## src/rtl/diffeq_pkg.sv

```systemverilog
// Shared definitions for the diffeq solver job driver: default widths and
// the driver's state encoding.
package diffeq_pkg;

    localparam int DATA_W_DEF   = 32;
    localparam int ITER_W_DEF   = 16;
    localparam int MAX_ITER_DEF = 1000;

    typedef enum logic [2:0] {
        ST_IDLE   = 3'd0,
        ST_LOAD   = 3'd1,
        ST_RUN    = 3'd2,
        ST_CAPT   = 3'd3,
        ST_RESULT = 3'd4
    } state_t;

endpackage : diffeq_pkg

```

## src/rtl/diffeq_job_driver_x_tracker.sv

```systemverilog
// Shadow copy of the solver's x loop variable. It steps in lockstep with the
// solver so the driver knows which cycle the solver leaves its loop, and it
// counts the iterations executed.
import diffeq_pkg::*;

module diffeq_x_tracker #(
    parameter int DATA_W = DATA_W_DEF,
    parameter int ITER_W = ITER_W_DEF
) (
    input  logic              clk,
    input  logic              reset,
    input  logic              load,
    input  logic              step,
    input  logic [DATA_W-1:0] x_init,
    input  logic [DATA_W-1:0] a,
    input  logic [DATA_W-1:0] dx,
    output logic              loop_continue,
    output logic [ITER_W-1:0] cnt
);

    logic [DATA_W-1:0] x_sh_r;
    logic [ITER_W-1:0] cnt_r;

    // Shadow x and iteration counter: reload at job start, advance per iteration.
    always_ff @(posedge clk) begin
        if (reset) begin
            x_sh_r <= '0;
            cnt_r  <= '0;
        end else if (load) begin
            x_sh_r <= x_init;
            cnt_r  <= '0;
        end else if (step) begin
            // Wraps modulo 2^DATA_W exactly like the solver's own adder.
            x_sh_r <= x_sh_r + dx;
            cnt_r  <= cnt_r + ITER_W'(1);
        end else begin
            x_sh_r <= x_sh_r;
            cnt_r  <= cnt_r;
        end
    end

    // Same unsigned loop test the solver evaluates this cycle.
    assign loop_continue = (x_sh_r < a);
    assign cnt           = cnt_r;

endmodule : diffeq_x_tracker

```

## src/rtl/diffeq_job_driver.sv

```systemverilog
// Host-side driver for the diffeq solver core. Accepts a job descriptor,
// owns the solver reset, holds the solver inputs stable for the job, tracks
// the solver loop with a shadow x register and returns the captured results
// with an iteration count (or a timeout flag for runaway jobs).
import diffeq_pkg::*;

module diffeq_job_driver #(
    parameter int DATA_W   = DATA_W_DEF,
    parameter int ITER_W   = ITER_W_DEF,
    parameter int MAX_ITER = MAX_ITER_DEF
) (
    input  logic              clk,
    input  logic              reset,
    input  logic              job_valid,
    output logic              job_ready,
    input  logic [DATA_W-1:0] job_x,
    input  logic [DATA_W-1:0] job_y,
    input  logic [DATA_W-1:0] job_u,
    input  logic [DATA_W-1:0] job_a,
    input  logic [DATA_W-1:0] job_dx,
    output logic              sol_reset,
    output logic [DATA_W-1:0] sol_x,
    output logic [DATA_W-1:0] sol_y,
    output logic [DATA_W-1:0] sol_u,
    output logic [DATA_W-1:0] sol_a,
    output logic [DATA_W-1:0] sol_dx,
    input  logic [DATA_W-1:0] sol_xout,
    input  logic [DATA_W-1:0] sol_yout,
    input  logic [DATA_W-1:0] sol_uout,
    output logic              res_valid,
    input  logic              res_ready,
    output logic [DATA_W-1:0] res_x,
    output logic [DATA_W-1:0] res_y,
    output logic [DATA_W-1:0] res_u,
    output logic [ITER_W-1:0] res_iters,
    output logic              res_timeout
);

    localparam logic [ITER_W-1:0] MAX_ITER_C = ITER_W'(MAX_ITER);

    state_t            state_r;
    state_t            state_next_s;
    logic              job_ready_s;
    logic              load_s;
    logic              step_s;
    logic              abort_s;
    logic              done_s;
    logic              loop_continue_s;
    logic              at_limit_s;
    logic [ITER_W-1:0] cnt_s;

    logic              sol_reset_r;
    logic [DATA_W-1:0] sol_x_r;
    logic [DATA_W-1:0] sol_y_r;
    logic [DATA_W-1:0] sol_u_r;
    logic [DATA_W-1:0] sol_a_r;
    logic [DATA_W-1:0] sol_dx_r;
    logic              res_valid_r;
    logic [DATA_W-1:0] res_x_r;
    logic [DATA_W-1:0] res_y_r;
    logic [DATA_W-1:0] res_u_r;
    logic [ITER_W-1:0] res_iters_r;
    logic              res_timeout_r;

    diffeq_x_tracker #(
        .DATA_W (DATA_W),
        .ITER_W (ITER_W)
    ) u_x_tracker (
        .clk           (clk),
        .reset         (reset),
        .load          (load_s),
        .step          (step_s),
        .x_init        (sol_x_r),
        .a             (sol_a_r),
        .dx            (sol_dx_r),
        .loop_continue (loop_continue_s),
        .cnt           (cnt_s)
    );

    assign at_limit_s = (cnt_s == MAX_ITER_C);

    // State register.
    always_ff @(posedge clk) begin
        if (reset) begin
            state_r <= ST_IDLE;
        end else begin
            state_r <= state_next_s;
        end
    end

    // Next-state logic for the job lifecycle.
    always_comb begin
        state_next_s = state_r;
        case (state_r)
            ST_IDLE: begin
                if (job_valid) begin
                    state_next_s = ST_LOAD;
                end else begin
                    state_next_s = ST_IDLE;
                end
            end
            ST_LOAD: begin
                state_next_s = ST_RUN;
            end
            ST_RUN: begin
                if (!loop_continue_s) begin
                    state_next_s = ST_CAPT;
                end else if (at_limit_s) begin
                    state_next_s = ST_RESULT;
                end else begin
                    state_next_s = ST_RUN;
                end
            end
            ST_CAPT: begin
                state_next_s = ST_RESULT;
            end
            ST_RESULT: begin
                if (res_ready) begin
                    state_next_s = ST_IDLE;
                end else begin
                    state_next_s = ST_RESULT;
                end
            end
            default: begin
                state_next_s = ST_IDLE;
            end
        endcase
    end

    // Per-state control strobes derived from the current state.
    always_comb begin
        job_ready_s = 1'b0;
        load_s      = 1'b0;
        step_s      = 1'b0;
        abort_s     = 1'b0;
        done_s      = 1'b0;
        case (state_r)
            ST_IDLE: begin
                job_ready_s = 1'b1;
            end
            ST_LOAD: begin
                load_s = 1'b1;
            end
            ST_RUN: begin
                if (loop_continue_s) begin
                    step_s  = !at_limit_s;
                    abort_s = at_limit_s;
                end else begin
                    done_s = 1'b1;
                end
            end
            ST_CAPT: begin
                job_ready_s = 1'b0;
            end
            ST_RESULT: begin
                job_ready_s = 1'b0;
            end
            default: begin
                job_ready_s = 1'b0;
            end
        endcase
    end

    // Solver-facing registers: inputs latched only at accept, reset released
    // for the job and re-asserted as soon as the solver has finished or aborted.
    always_ff @(posedge clk) begin
        if (reset) begin
            sol_reset_r <= 1'b1;
            sol_x_r     <= '0;
            sol_y_r     <= '0;
            sol_u_r     <= '0;
            sol_a_r     <= '0;
            sol_dx_r    <= '0;
        end else if (job_ready_s && job_valid) begin
            sol_reset_r <= 1'b0;
            sol_x_r     <= job_x;
            sol_y_r     <= job_y;
            sol_u_r     <= job_u;
            sol_a_r     <= job_a;
            sol_dx_r    <= job_dx;
        end else if (abort_s || done_s) begin
            sol_reset_r <= 1'b1;
        end else begin
            sol_reset_r <= sol_reset_r;
        end
    end

    // Result registers: zeroed on abort, captured from the solver in CAPT,
    // otherwise held so they stay stable while offered downstream.
    always_ff @(posedge clk) begin
        if (reset) begin
            res_valid_r   <= 1'b0;
            res_x_r       <= '0;
            res_y_r       <= '0;
            res_u_r       <= '0;
            res_iters_r   <= '0;
            res_timeout_r <= 1'b0;
        end else begin
            res_valid_r <= (state_next_s == ST_RESULT);
            if (abort_s) begin
                res_x_r       <= '0;
                res_y_r       <= '0;
                res_u_r       <= '0;
                res_iters_r   <= cnt_s;
                res_timeout_r <= 1'b1;
            end else if (state_r == ST_CAPT) begin
                res_x_r       <= sol_xout;
                res_y_r       <= sol_yout;
                res_u_r       <= sol_uout;
                res_iters_r   <= cnt_s;
                res_timeout_r <= 1'b0;
            end else begin
                res_x_r       <= res_x_r;
                res_y_r       <= res_y_r;
                res_u_r       <= res_u_r;
                res_iters_r   <= res_iters_r;
                res_timeout_r <= res_timeout_r;
            end
        end
    end

    assign job_ready   = job_ready_s;
    assign sol_reset   = sol_reset_r;
    assign sol_x       = sol_x_r;
    assign sol_y       = sol_y_r;
    assign sol_u       = sol_u_r;
    assign sol_a       = sol_a_r;
    assign sol_dx      = sol_dx_r;
    assign res_valid   = res_valid_r;
    assign res_x       = res_x_r;
    assign res_y       = res_y_r;
    assign res_u       = res_u_r;
    assign res_iters   = res_iters_r;
    assign res_timeout = res_timeout_r;

endmodule : diffeq_job_driver

```

## config.mk

```make
export PLATFORM = sky130hd
export DESIGN_NAME = diffeq_job_driver
export DESIGN_NICKNAME = d
export VERILOG_FILES = /design/src/rtl/diffeq_pkg.sv /design/src/rtl/diffeq_job_driver_x_tracker.sv /design/src/rtl/diffeq_job_driver.sv
export SDC_FILE = /design/constraint.sdc
export NUM_CORES = 1
export LEC_CHECK = 0
export BUFFER_PORTS_ARGS = -buffer_cell sky130_fd_sc_hd__buf_4
export CAP_MARGIN = 20
export CELL_PAD_IN_SITES_DETAIL_PLACEMENT = 0
export CELL_PAD_IN_SITES_GLOBAL_PLACEMENT = 1
export CORE_MARGIN = 4
export CORE_UTILIZATION = 30
export CTS_CLUSTER_SIZE = 10
export DETAILED_ROUTE_END_ITERATION = 12
export PLACE_DENSITY = 0.69
export SETUP_SLACK_MARGIN = 0.1
export SLEW_MARGIN = 20
export SYNTH_ARGS = -nofsm -noshare
export SYNTH_HDL_FRONTEND = slang
export SYNTH_HIERARCHICAL = 1
export SYNTH_SLANG_ARGS = --single-unit
```

## constraint.sdc

```tcl
create_clock -name clk -period 6.5 [get_ports clk]
set_input_delay 0.325 -clock clk [delete_from_list [all_inputs] [get_ports clk]]
set_output_delay 0.325 -clock clk [all_outputs]
set_load 0.02 [all_outputs]
```

==> impl_metrics.env, run 1 <==
export IMPL_syn_area_um2=14620
export IMPL_fin_setup_tns_ns=0
export IMPL_yosys_area_top_type="dfxtp_1"
export IMPL_vias_per_cell=4.845
export IMPL_r2r_start="sol_a[9]"
export IMPL_layout_setup_ws_ns=0.9298
export IMPL_rsz0062_at_grt="no"
export IMPL_worstPathArrival_ns=6.07
export IMPL_synth_ff_type="dfxtp_1"
export IMPL_min_path_type="input port to flop"
export IMPL_htreeDepth=2
export IMPL_path_buf_inv=1
export IMPL_synth_compound_area_share_pct=18.10
export IMPL_yosysTopAreaCellShare_pct=44.64
export IMPL_synth_nets=2197
export IMPL_worstSetupPathType="flop to flop"
export IMPL_post_cts_buffers=0
export IMPL_dr_first_iter_drc_count=932
export IMPL_hold_path_startpoint="job_a[22]"
export IMPL_grt_overflow=0
export IMPL_root_buffer="clkbuf_16"
export IMPL_netlist_top_cells_count="nand2_1 (597), a21oi_1 (350), dfxtp_1 (326), ha_1 (63), clkbuf_1 (58)"
export IMPL_cts_buffers_inserted=41
export IMPL_synth_area_top_cells="dfxtp_1 (45%), nand2_1 (15%), a21oi_1 (12%), ha_1 (5.4%), nor3b_1 (2.5%)"
export IMPL_clock_sinks=326
export IMPL_async_reset_ff_share_pct=0
export IMPL_fp_dieH_um=228.8
export IMPL_flow_area_growth_from_synthesis_pct=52.68
export IMPL_grt_util_all_layers_pct=21.77
export IMPL_reg2reg_slack_ns=0.93
export IMPL_postRouteWirelength_um=60060
export IMPL_cp_startpoint="sol_a[9]"
export IMPL_die_x_um=228.8
export IMPL_clockBufferDepth=3
export IMPL_yosys_area_share_simple_pct=22.96
export IMPL_reg2regPathDepth=16
export IMPL_ctsResizeCount=0
export IMPL_initial_utilization_pct=30.49
export IMPL_ant_nets=0
export IMPL_run_status="complete, no violations"
export IMPL_drv_cap=0
export IMPL_ys_seq_area_share_pct=44.64
export IMPL_synth_adder_area_share_pct=5.529
export IMPL_die_area_um2=52330
export IMPL_power_density_nw_per_um2=281.7
export IMPL_synth_cell_types=66
export IMPL_yosysMostFrequentCell="nand2_1"
export IMPL_finalSetupViolations=0
export IMPL_grt_max_degree=112
export IMPL_io_pins=536
export IMPL_path_delay_family="simple AND/OR/NAND/NOR gates"
export IMPL_port_buffers=535
export IMPL_synth_seq_cells=326
export IMPL_cts_tree="built"
export IMPL_min_period_ns=5.570
export IMPL_rows=80
export IMPL_p_leak_nw=9.524
export IMPL_ir_drop_v=0.0001797
export IMPL_synthXorXnorAreaFrac_pct=2.337
export IMPL_holdBufCountCts=220
export IMPL_fin_nets=2881
export IMPL_synth_top_family_by_area="simple AND/OR/NAND/NOR gates"
export IMPL_yosys_warnings=6
export IMPL_crit_chain="inv_1, ha_1, a21o_1, a21o_1, a21o_1, a211oi_1, o21bai_1, a221o_1, a211oi_1, nand4bb_2, nor2b_4, nand2_1, or3_1, a21oi_1, a31oi_1, nand2_1"
export IMPL_fin_util_pct=46.55
export IMPL_clk_pin_slew_ns=0.06
export IMPL_critical_path_peak_fanout=21
export IMPL_clkLatencyLatePin_ns=0.56
export IMPL_startpoint_type="flop"
export IMPL_muxShareOfSynthArea_pct=0.7532
export IMPL_synthCells=1873
export IMPL_clock_fmax_mhz=179.5
export IMPL_timing_rr_end="u_x_tracker/x_sh_r[26]"
export IMPL_synth_avg_cell_area_um2=7.805
export IMPL_max_slew_margin_pct=23.28
export IMPL_critPathMostFrequentCell="a21o_1"
export IMPL_vias=15480
export IMPL_synth_edf_count=0
export IMPL_antenna_found_initial=2
export IMPL_wire_per_inst_um=18.80
export IMPL_finalCritPeriodShare_pct=85.69
export IMPL_grt_pass1_wl_um=90660
export IMPL_gp_congestion=0.8947
export IMPL_hold_depth=3
export IMPL_finClkSkew_ns=0.01749
export IMPL_first_global_vias=15245
export IMPL_dp_hpwl_um=43070
export IMPL_p_total_w=0.006287
export IMPL_place_ws_ns=1.116
export IMPL_slowest_delay_ns=0.82
export IMPL_required_ns=7.00
export IMPL_layout_drive_gt1_share_pct=23.97
export IMPL_hold_violations=0
export IMPL_tightest_slew_ns=1.151
export IMPL_critPathSlowestCell="a211oi_1"
export IMPL_slew_viol_final=0
export IMPL_route_detailed_drc=0
export IMPL_end_kind="flop"
export IMPL_core_area_um2=47950
export IMPL_drtPass1Iterations=4
export IMPL_hold_path_end="sol_a[22]"
## power breakdown
group          internal (W)  switching (W)
Combinational      0.000722        0.00105
Clock               0.00125       0.000885
Sequential          0.00219       0.000184
Total               0.00416        0.00212
## per-stage QoR
step | cells | hold slack (ns) | cell area (um2)
after floorplan | 1873 | 0.4584 | 14620
after global placement | 2909 | 0.4418 | 18880
after detailed placement | 2909 | 0.4470 | 18890
after CTS | 3193 | 0.0002651 | 22320
after global routing | 3195 | 0.01927 | 22320
final | 3195 | 0.03161 | 22320
## cell families after synthesis
kind of cell             count (synthesis)
multiplexers                            11
adder cells (fa/ha/maj)                 64
buffers and inverters                  174
XOR/XNOR                                39
AND/OR/NAND/NOR                        785
flip-flops                             326
AO/OA/AOI/OAI                          474
## state kept, by name, summed over array words and instances, names as in the netlist
| name | cells |
|---|---|
| sol_dx | 32 |
| res_x | 32 |
| state_r | 3 |
| res_valid | 1 |
| sol_reset | 1 |
| sol_x | 32 |
| u_x_tracker/cnt | 16 |
| sol_u | 32 |
| sol_a | 32 |
| u_x_tracker/x_sh_r | 32 |
| res_y | 32 |
| sol_y | 32 |
| res_u | 32 |
| res_iters | 16 |
| res_timeout | 1 |
## area by class of cell
| type | instances | area (um2) |
|---|---|---|
| Clock buffer | 57 | 1136 |
| Inverter | 49 | 183.9 |
| Fill cell | 4705 | 25630 |
| Antenna cell | 2 | 5.005 |
| Multi-Input combinational cell | 1373 | 7306 |
| Timing Repair Buffer | 766 | 6307 |
| Tap cell | 615 | 769.5 |
| Clock inverter | 7 | 86.33 |
| Sequential cell | 326 | 6526 |
## tightest hold or removal path, stage by stage
cell	delay (ns)
buf_4	0.11
nand2_1	0.06
a21oi_1	0.06
## worst max path at each step
| stage | to | cells past startpoint | slack, ns |
|---|---|---|---|
| 2_1_floorplan | u_x_tracker/x_sh_r[0] | 18 | 2.41 |
| 3_3_place_gp | u_x_tracker/x_sh_r[26] | 16 | 1.20 |
| 3_5_place_dp | u_x_tracker/x_sh_r[26] | 16 | 1.12 |
| 4_1_cts | u_x_tracker/x_sh_r[26] | 16 | 1.08 |
| 5_1_grt | u_x_tracker/cnt[15] | 16 | 0.69 |
| 6_report | u_x_tracker/x_sh_r[26] | 16 | 0.93 |
## routing by layer
| layer | wire length (um) | share of wire [%] | vias up | GRT usage, % |
|---|---|---|---|---|
| met2 | 27800 | 46 | 482 | 35.88 |
| met5 | 0 | 0 | - | 0 |
| met4 | 2009 | 3.3 | 0 | 8.018 |
| li1 | - | - | 7688 | - |
| met1 | 26250 | 44 | 7211 | 27.58 |
| met3 | 3996 | 6.7 | 99 | 5.484 |
## cell usage in the layout (no fill, tap or decap), types with 7 or more instances in the layout
master         count
buf_4            545
ha_1              63
a21oi_1          350
o21ai_0           38
a221oi_1           7
a211oi_1           7
nand4_1           15
nor3_1            12
clkbuf_16         41
dfxtp_1          326
nor3b_1           48
dlygate4sd3_1    220
and3_1             8
mux2i_1           11
o22ai_1           11
xor2_1            24
a31oi_1            7
nand2_1          596
a21o_1            12
nand3_1           19
clkbuf_1          11
inv_1             49
nor2_1            50
xnor2_1           15
Power figures use the tool's default switching activity.
==> run 2: changes to the inputs <==
--- a/config.mk
+++ b/config.mk
@@ -15,8 +15,7 @@
 export DETAILED_ROUTE_END_ITERATION = 12
 export PLACE_DENSITY = 0.69
 export SETUP_SLACK_MARGIN = 0.1
-export SLEW_MARGIN = 20
+export SLEW_MARGIN = 10
 export SYNTH_ARGS = -nofsm -noshare
 export SYNTH_HDL_FRONTEND = slang
-export SYNTH_HIERARCHICAL = 1
 export SYNTH_SLANG_ARGS = --single-unit
==> run 2 against run 1 <==
  * Critical path type unchanged
  * Fmax is 56% higher
  * Largest cell class unchanged
  * Critical endpoint is now u_x_tracker.x_sh_r[30]
  * Synthesized area fell by 3.3%
  * Count of clock-buffer cells in the layout unchanged
  * Final area shrank 6.1%
==> impl_metrics.env, run 2 <==
export IMPL_run_status="complete, no violations"
export IMPL_hold_violations=0
export IMPL_tightest_slew_ns=1.109
export IMPL_holdBufCountCts=127
export IMPL_final_cell_mix="nand2_1 (569), buf_4 (543), dfxtp_1 (326)"
export IMPL_root_buffer="clkbuf_16"
export IMPL_end_kind="flop"
export IMPL_fp_dieH_um=225.1
export IMPL_synth_seq_cells=326
export IMPL_postRouteWirelength_um=55660
export IMPL_post_cts_buffers=0
export IMPL_worstSetupPathType="flop to flop"
export IMPL_rsz0062_at_grt="no"
export IMPL_grt_pass1_wl_um=83490
export IMPL_synth_ff_type="dfxtp_1"
export IMPL_dp_hpwl_um=40570
export IMPL_layout_drive_gt1_share_pct=25.97
export IMPL_grt_util_all_layers_pct=20.78
export IMPL_syn_area_um2=14140
export IMPL_slew_viol_final=0
export IMPL_drtPass1Iterations=5
export IMPL_fin_setup_tns_ns=0
export IMPL_p_seq_share_pct=41.1
export IMPL_min_path_type="input port to flop"
export IMPL_async_reset_ff_share_pct=0
export IMPL_vias_per_cell=4.787
export IMPL_synth_avg_cell_area_um2=7.947
export IMPL_cts_tree="built"
export IMPL_clk_pin_slew_ns=0.06
export IMPL_yosysTopAreaCellShare_pct=46.16
export IMPL_power_switching_w=0.001598
export IMPL_synth_nets=2104
export IMPL_wire_per_inst_um=18.53
export IMPL_netlist_top_cells_count="nand2_1 (570), dfxtp_1 (326), a21oi_1 (323), clkbuf_1 (87), nor2_1 (66)"
export IMPL_port_buffers=535
export IMPL_finalSetupViolations=0
export IMPL_fin_nets=2704
export IMPL_clkLatencyLatePin_ns=0.54
export IMPL_clock_fmax_mhz=279.4
export IMPL_intPower_w=0.003808
export IMPL_htreeDepth=2
export IMPL_initial_utilization_pct=30.37
export IMPL_ant_nets=0
export IMPL_startpoint_type="flop"
export IMPL_vias=14375
export IMPL_max_slew_margin_pct=26.04
export IMPL_clock_sinks=326
export IMPL_clockBufferDepth=3
export IMPL_yosysMostFrequentCell="nand2_1"
export IMPL_synth_edf_count=0
export IMPL_rows=79
export IMPL_die_area_um2=50660
export IMPL_flow_area_growth_from_synthesis_pct=48.21
export IMPL_core_area_um2=46560
export IMPL_io_pins=536
export IMPL_required_ns=6.98
export IMPL_worstPathArrival_ns=4.06
export IMPL_place_area_um2=18500
export IMPL_dr_first_iter_drc_count=788
export IMPL_drv_cap=0
export IMPL_cts_buffers_inserted=40
export IMPL_ir_drop_v=0.0001742
export IMPL_grt_overflow=0
export IMPL_yosys_warnings=0
export IMPL_ctsResizeCount=0
export IMPL_finClkSkew_ns=0.01458
export IMPL_critical_path_peak_fanout=34
export IMPL_p_leak_nw=9.120
export IMPL_synthCells=1779
export IMPL_first_global_vias=14206
export IMPL_grt_max_degree=100
export IMPL_synth_cell_types=72
export IMPL_die_x_um=225.1
export IMPL_ys_seq_area_share_pct=46.16
export IMPL_gp_congestion=0.8382
export IMPL_power_density_nw_per_um2=258.0
export IMPL_clkPwrFrac_pct=38.0
export IMPL_antenna_found_initial=2
export IMPL_synth_area_top_cells="dfxtp_1 (46%), nand2_1 (15%), a21oi_1 (11%), ha_1 (5.7%), clkbuf_1 (2.3%)"
export IMPL_final_common_cell="nand2_1"
export IMPL_min_period_ns=3.578
export IMPL_p_comb_share_pct=20.8
export IMPL_finalInstanceArea_um2=20950
export IMPL_switching_share_pct=29.56
export IMPL_finalCritPeriodShare_pct=55.05
export IMPL_route_detailed_drc=0
export IMPL_yosys_area_top_type="dfxtp_1"
==> run 2: cell types whose count changed in the layout (fill, tap and decap cells not counted), sizes merged, moves of 6 or more <==
cell         delta
mux2i           +6
nor3b          -42
a22oi          +25
nor3            -7
a21oi          -25
nand2b          +9
nor2           +17
nand2          -27
a21o            +6
xor2            -7
o21ai          -14
dlygate4sd3    -93
==> run 2: layout make-up <==
type / instances / area (um2)
Fill cell: 4707 / 25600
Multi-Input combinational cell: 1294 / 6953
Sequential cell: 326 / 6526
Timing Repair Buffer: 672 / 5386
Clock buffer: 57 / 1126
Tap cell: 607 / 759.5
Inverter: 45 / 168.9
Clock inverter: 1 / 30.03
Antenna cell: 1 / 2.502
==> run 2: cells by family (layout without fill, tap and decap cells) <==
logic type	count (synthesis)	after routing	share of synthesized area (%)
other	0	1	0
DFF	326	326	46.16
xor gates and xnor gates	36	36	2.230
AOI/OAI and AO/OA	444	444	18.35
adders and majority gates	65	65	5.806
buffers and inverters	159	775	4.876
and+or+nand+nor	731	731	21.29
muxes	18	18	1.283
==> run 2: final timing paths <==
check	start	endpoint	slack [ns]	cells after the start
max	sol_a[25]	u_x_tracker.x_sh_r[30]	2.92	11
min	job_y[16]	sol_y[16]	0.04	3
max reg2reg	sol_a[25]	u_x_tracker.x_sh_r[30]	2.92	11
min reg2reg	res_y[13]	res_y[13]	0.45	2
==> run 2: power groups by stage <==
stage	registers, W	logic [W]	clock network, W
finish	0.00222	0.00113	0.00206
global route	0.00224	0.00124	0.00220
CTS	0.00223	0.00114	0.00212
floorplan	0.00236	0.000490	0
detailed placement	0.00227	0.00107	0
global placement	0.00226	0.00107	0
==> run 2: per-layer routing <==
metal  track usage, %  share of wire [%]  up-vias
li1                 -                  -     7150
met1            26.01                 42     6730
met2            34.71                 48      409
met3            5.640                6.9       84
met4            7.055                3.2        2
met5                0              0.023        -
==> run 2: stage by stage <==
step / hold WS, ns / instances / total power (W) / util (%) / setup slack, ns
5_1_grt: 0.01019 / 3002 / 0.005672 / 45.00 / 2.643
6_report: 0.03649 / 3003 / 0.005406 / 45.01 / 2.922
2_1_floorplan: 0.4479 / 1779 / 0.002847 / - / 3.682
4_1_cts: 0.00002504 / 3001 / 0.005490 / 44.94 / 2.721
3_3_place_gp: 0.4421 / 2816 / 0.003329 / 39.73 / 2.855
3_5_place_dp: 0.4471 / 2816 / 0.003340 / 39.73 / 2.745
==> run 2: critical path: stages (launching register included) <==
cell,delay [ns]
dfxtp_1,0.34
inv_1,0.05
ha_1,0.31
a21o_1,0.16
a21o_1,0.16
a21oi_1,0.17
o211ai_1,0.28
nor3_2,0.40
and2_2,0.78
nand2b_2,0.38
nor4b_2,0.33
a211o_1,0.12
==> run 3: changes to the inputs <==
--- a/config.mk
+++ b/config.mk
@@ -13,7 +13,7 @@
 export CORE_UTILIZATION = 30
 export CTS_CLUSTER_SIZE = 10
 export DETAILED_ROUTE_END_ITERATION = 12
-export PLACE_DENSITY = 0.69
+export PLACE_DENSITY = 0.72
 export SETUP_SLACK_MARGIN = 0.1
 export SLEW_MARGIN = 10
 export SYNTH_ARGS = -nofsm -noshare
==> constraint.sdc (replaced) <==
create_clock -name clk -period 3.18 [get_ports clk]
set_input_delay 0.159 -clock clk [delete_from_list [all_inputs] [get_ports clk]]
set_output_delay 0.159 -clock clk [all_outputs]
set_load 0.02 [all_outputs]
==> run 3 against run 2 <==
  * Sequential share of layout area shrank 2.3 points
  * Final area up 7.8%
  * Fmax rose by 22%
  * Non-clock buffer count increased by 157
  * Clock power up 100%
  * Critical path type unchanged
  * Critical endpoint is now u_x_tracker.x_sh_r[26]
  * Highest routed layer unchanged
==> impl_metrics.env, run 3 (same netlist as run 2, synthesis figures left out) <==
export IMPL_hold_depth=4
export IMPL_io_pins=536
export IMPL_final_cell_mix="nand2_1 (569), buf_4 (550), dfxtp_1 (326)"
export IMPL_grt_util_all_layers_pct=21.12
export IMPL_top_layer_used="met5"
export IMPL_clkLatencyLatePin_ns=0.55
export IMPL_max_slew_margin_pct=45.23
export IMPL_power_density_nw_per_um2=496.1
export IMPL_wire_per_inst_um=17.83
export IMPL_die_x_um=225.1
export IMPL_reg2regPathDepth=12
export IMPL_rsz0062_at_grt="yes"
export IMPL_finalCritPeriodShare_pct=92.20
export IMPL_cts_buffers_inserted=40
export IMPL_fp_dieH_um=225.1
export IMPL_crit_chain="ha_1, inv_1, fa_1, nand2b_1, a21oi_2, o211ai_4, a21oi_4, a31oi_4, o311ai_4, nor3b_1, nor3_1, o22ai_1"
export IMPL_vias_per_cell=4.798
export IMPL_layout_drive_gt1_share_pct=25.33
export IMPL_min_path_type="input port to flop"
export IMPL_slew_viol_final=0
export IMPL_grt_overflow=0
export IMPL_dr_first_iter_drc_count=797
export IMPL_worstSetupPathType="flop to flop"
export IMPL_met3WireLength_um=3534
export IMPL_run_status="complete, no violations"
export IMPL_wl_met1_um=23690
export IMPL_tightest_slew_ns=0.8191
export IMPL_route_detailed_drc=0
export IMPL_antenna_found_initial=3
export IMPL_p_total_w=0.01121
export IMPL_crit_path_end="u_x_tracker.x_sh_r[26]"
export IMPL_vias=15156
export IMPL_drtPass1Iterations=7
export IMPL_core_area_um2=46560
export IMPL_grt_max_degree=142
export IMPL_worstPathArrival_ns=3.33
export IMPL_end_kind="flop"
export IMPL_ir_drop_v=0.0004009
export IMPL_post_place_cells=2833
export IMPL_clk_pin_slew_ns=0.06
export IMPL_cts_tree="built"
export IMPL_root_buffer="clkbuf_16"
export IMPL_die_area_um2=50660
export IMPL_cp_startpoint="sol_dx[0]"
export IMPL_clock_sinks=326
export IMPL_final_cells=3159
export IMPL_critPathSlowestCell="o311ai_4"
export IMPL_p_leak_nw=9.847
export IMPL_finClkSkew_ns=0.01252
export IMPL_startpoint_type="flop"
export IMPL_postRouteWirelength_um=56320
export IMPL_initial_utilization_pct=30.37
export IMPL_route_met2_wl_um=27390
export IMPL_fin_nets=2861
export IMPL_clock_fmax_mhz=341.1
export IMPL_final_common_cell="nand2_1"
export IMPL_fin_setup_tns_ns=0
export IMPL_slowest_delay_ns=0.44
export IMPL_finalSetupViolations=0
export IMPL_drv_cap=0
export IMPL_critical_path_peak_fanout=4
export IMPL_required_ns=3.58
export IMPL_r2r_start="sol_dx[0]"
export IMPL_min_period_ns=2.932
export IMPL_rows=79
export IMPL_gp_congestion=0.8374
export IMPL_hold_violations=0
export IMPL_grt_pass1_wl_um=86350
export IMPL_clockBufferDepth=3
export IMPL_first_global_vias=15526
export IMPL_ant_nets=0
export IMPL_dp_hpwl_um=40640
export IMPL_port_buffers=535
export IMPL_timing_rr_end="u_x_tracker.x_sh_r[26]"
export IMPL_flow_area_growth_from_synthesis_pct=59.81
export IMPL_htreeDepth=2
export IMPL_reg2reg_slack_ns=0.25
[run 3: worst min path at each step]
stage,start,end,slack (ns)
after floorplan,sol_xout[0],res_x[0],0.29
after global placement,sol_xout[12],res_x[12],0.41
after detailed placement,sol_xout[30],res_x[30],0.41
after CTS,sol_yout[18],res_y[18],0.36
after global routing,sol_xout[30],res_x[30],0.39
final,sol_yout[26],res_y[26],0.40
[run 3: through the flow]
stage               cell area [um2]  hold WS (ns)  utilization, %  setup WS [ns]
floorplan                     14140        0.2924               -         0.3621
global placement              18770        0.4063           40.32         0.2533
detailed placement            18770        0.4147           40.32         0.2221
CTS                           22560        0.3573           48.46         0.1944
global route                  22590        0.3908           48.53        0.09287
finish                        22590        0.3965           48.53         0.2480
[run 3: cell type report]
cell class,instances,area [um2]
inverter,45,168.9
tap,607,759.5
sequential,326,6526
timing repair buffer,829,7043
clock inverter,6,37.54
multi-input combinational,1294,6963
antenna,2,5.005
clock buffer,50,1090
fill,4501,23960
[run 3: worst max-delay path, delay by kind of cell, from the launching register on]
family / cells / cell delay, ns
AOI/OAI and AO/OA: 6 / 1.25
adders and majority gates: 2 / 0.59
and+or+nand+nor: 3 / 0.52
DFF: 1 / 0.35
buffers and inverters: 1 / 0.07
[run 3: report_power, final]
group          internal [W]  leakage [nW]  switching (W)  total, W
clock network       0.00238         0.559        0.00174   0.00413
logic               0.00113          6.64        0.00140   0.00253
registers           0.00433          2.65       0.000218   0.00455
[run 3: repair_timing]
| action | 4_1_cts | 5_1_grt |
|---|---|---|
| hold buffers | 266 | 0 |
| buffers inserted | 0 | 2 |
| hold endpoints to repair | 270 | 0 |
| resized for setup | 0 | 3 |
| endpoints found under the setup margin | 0 | 41 |
[run 3: metal layers]
layer | vias to the layer above | track usage, %
met2 | 462 | 36.45
met5 | - | 0
met3 | 103 | 5.015
met1 | 7115 | 25.88
met4 | 2 | 7.233
li1 | 7474 | -
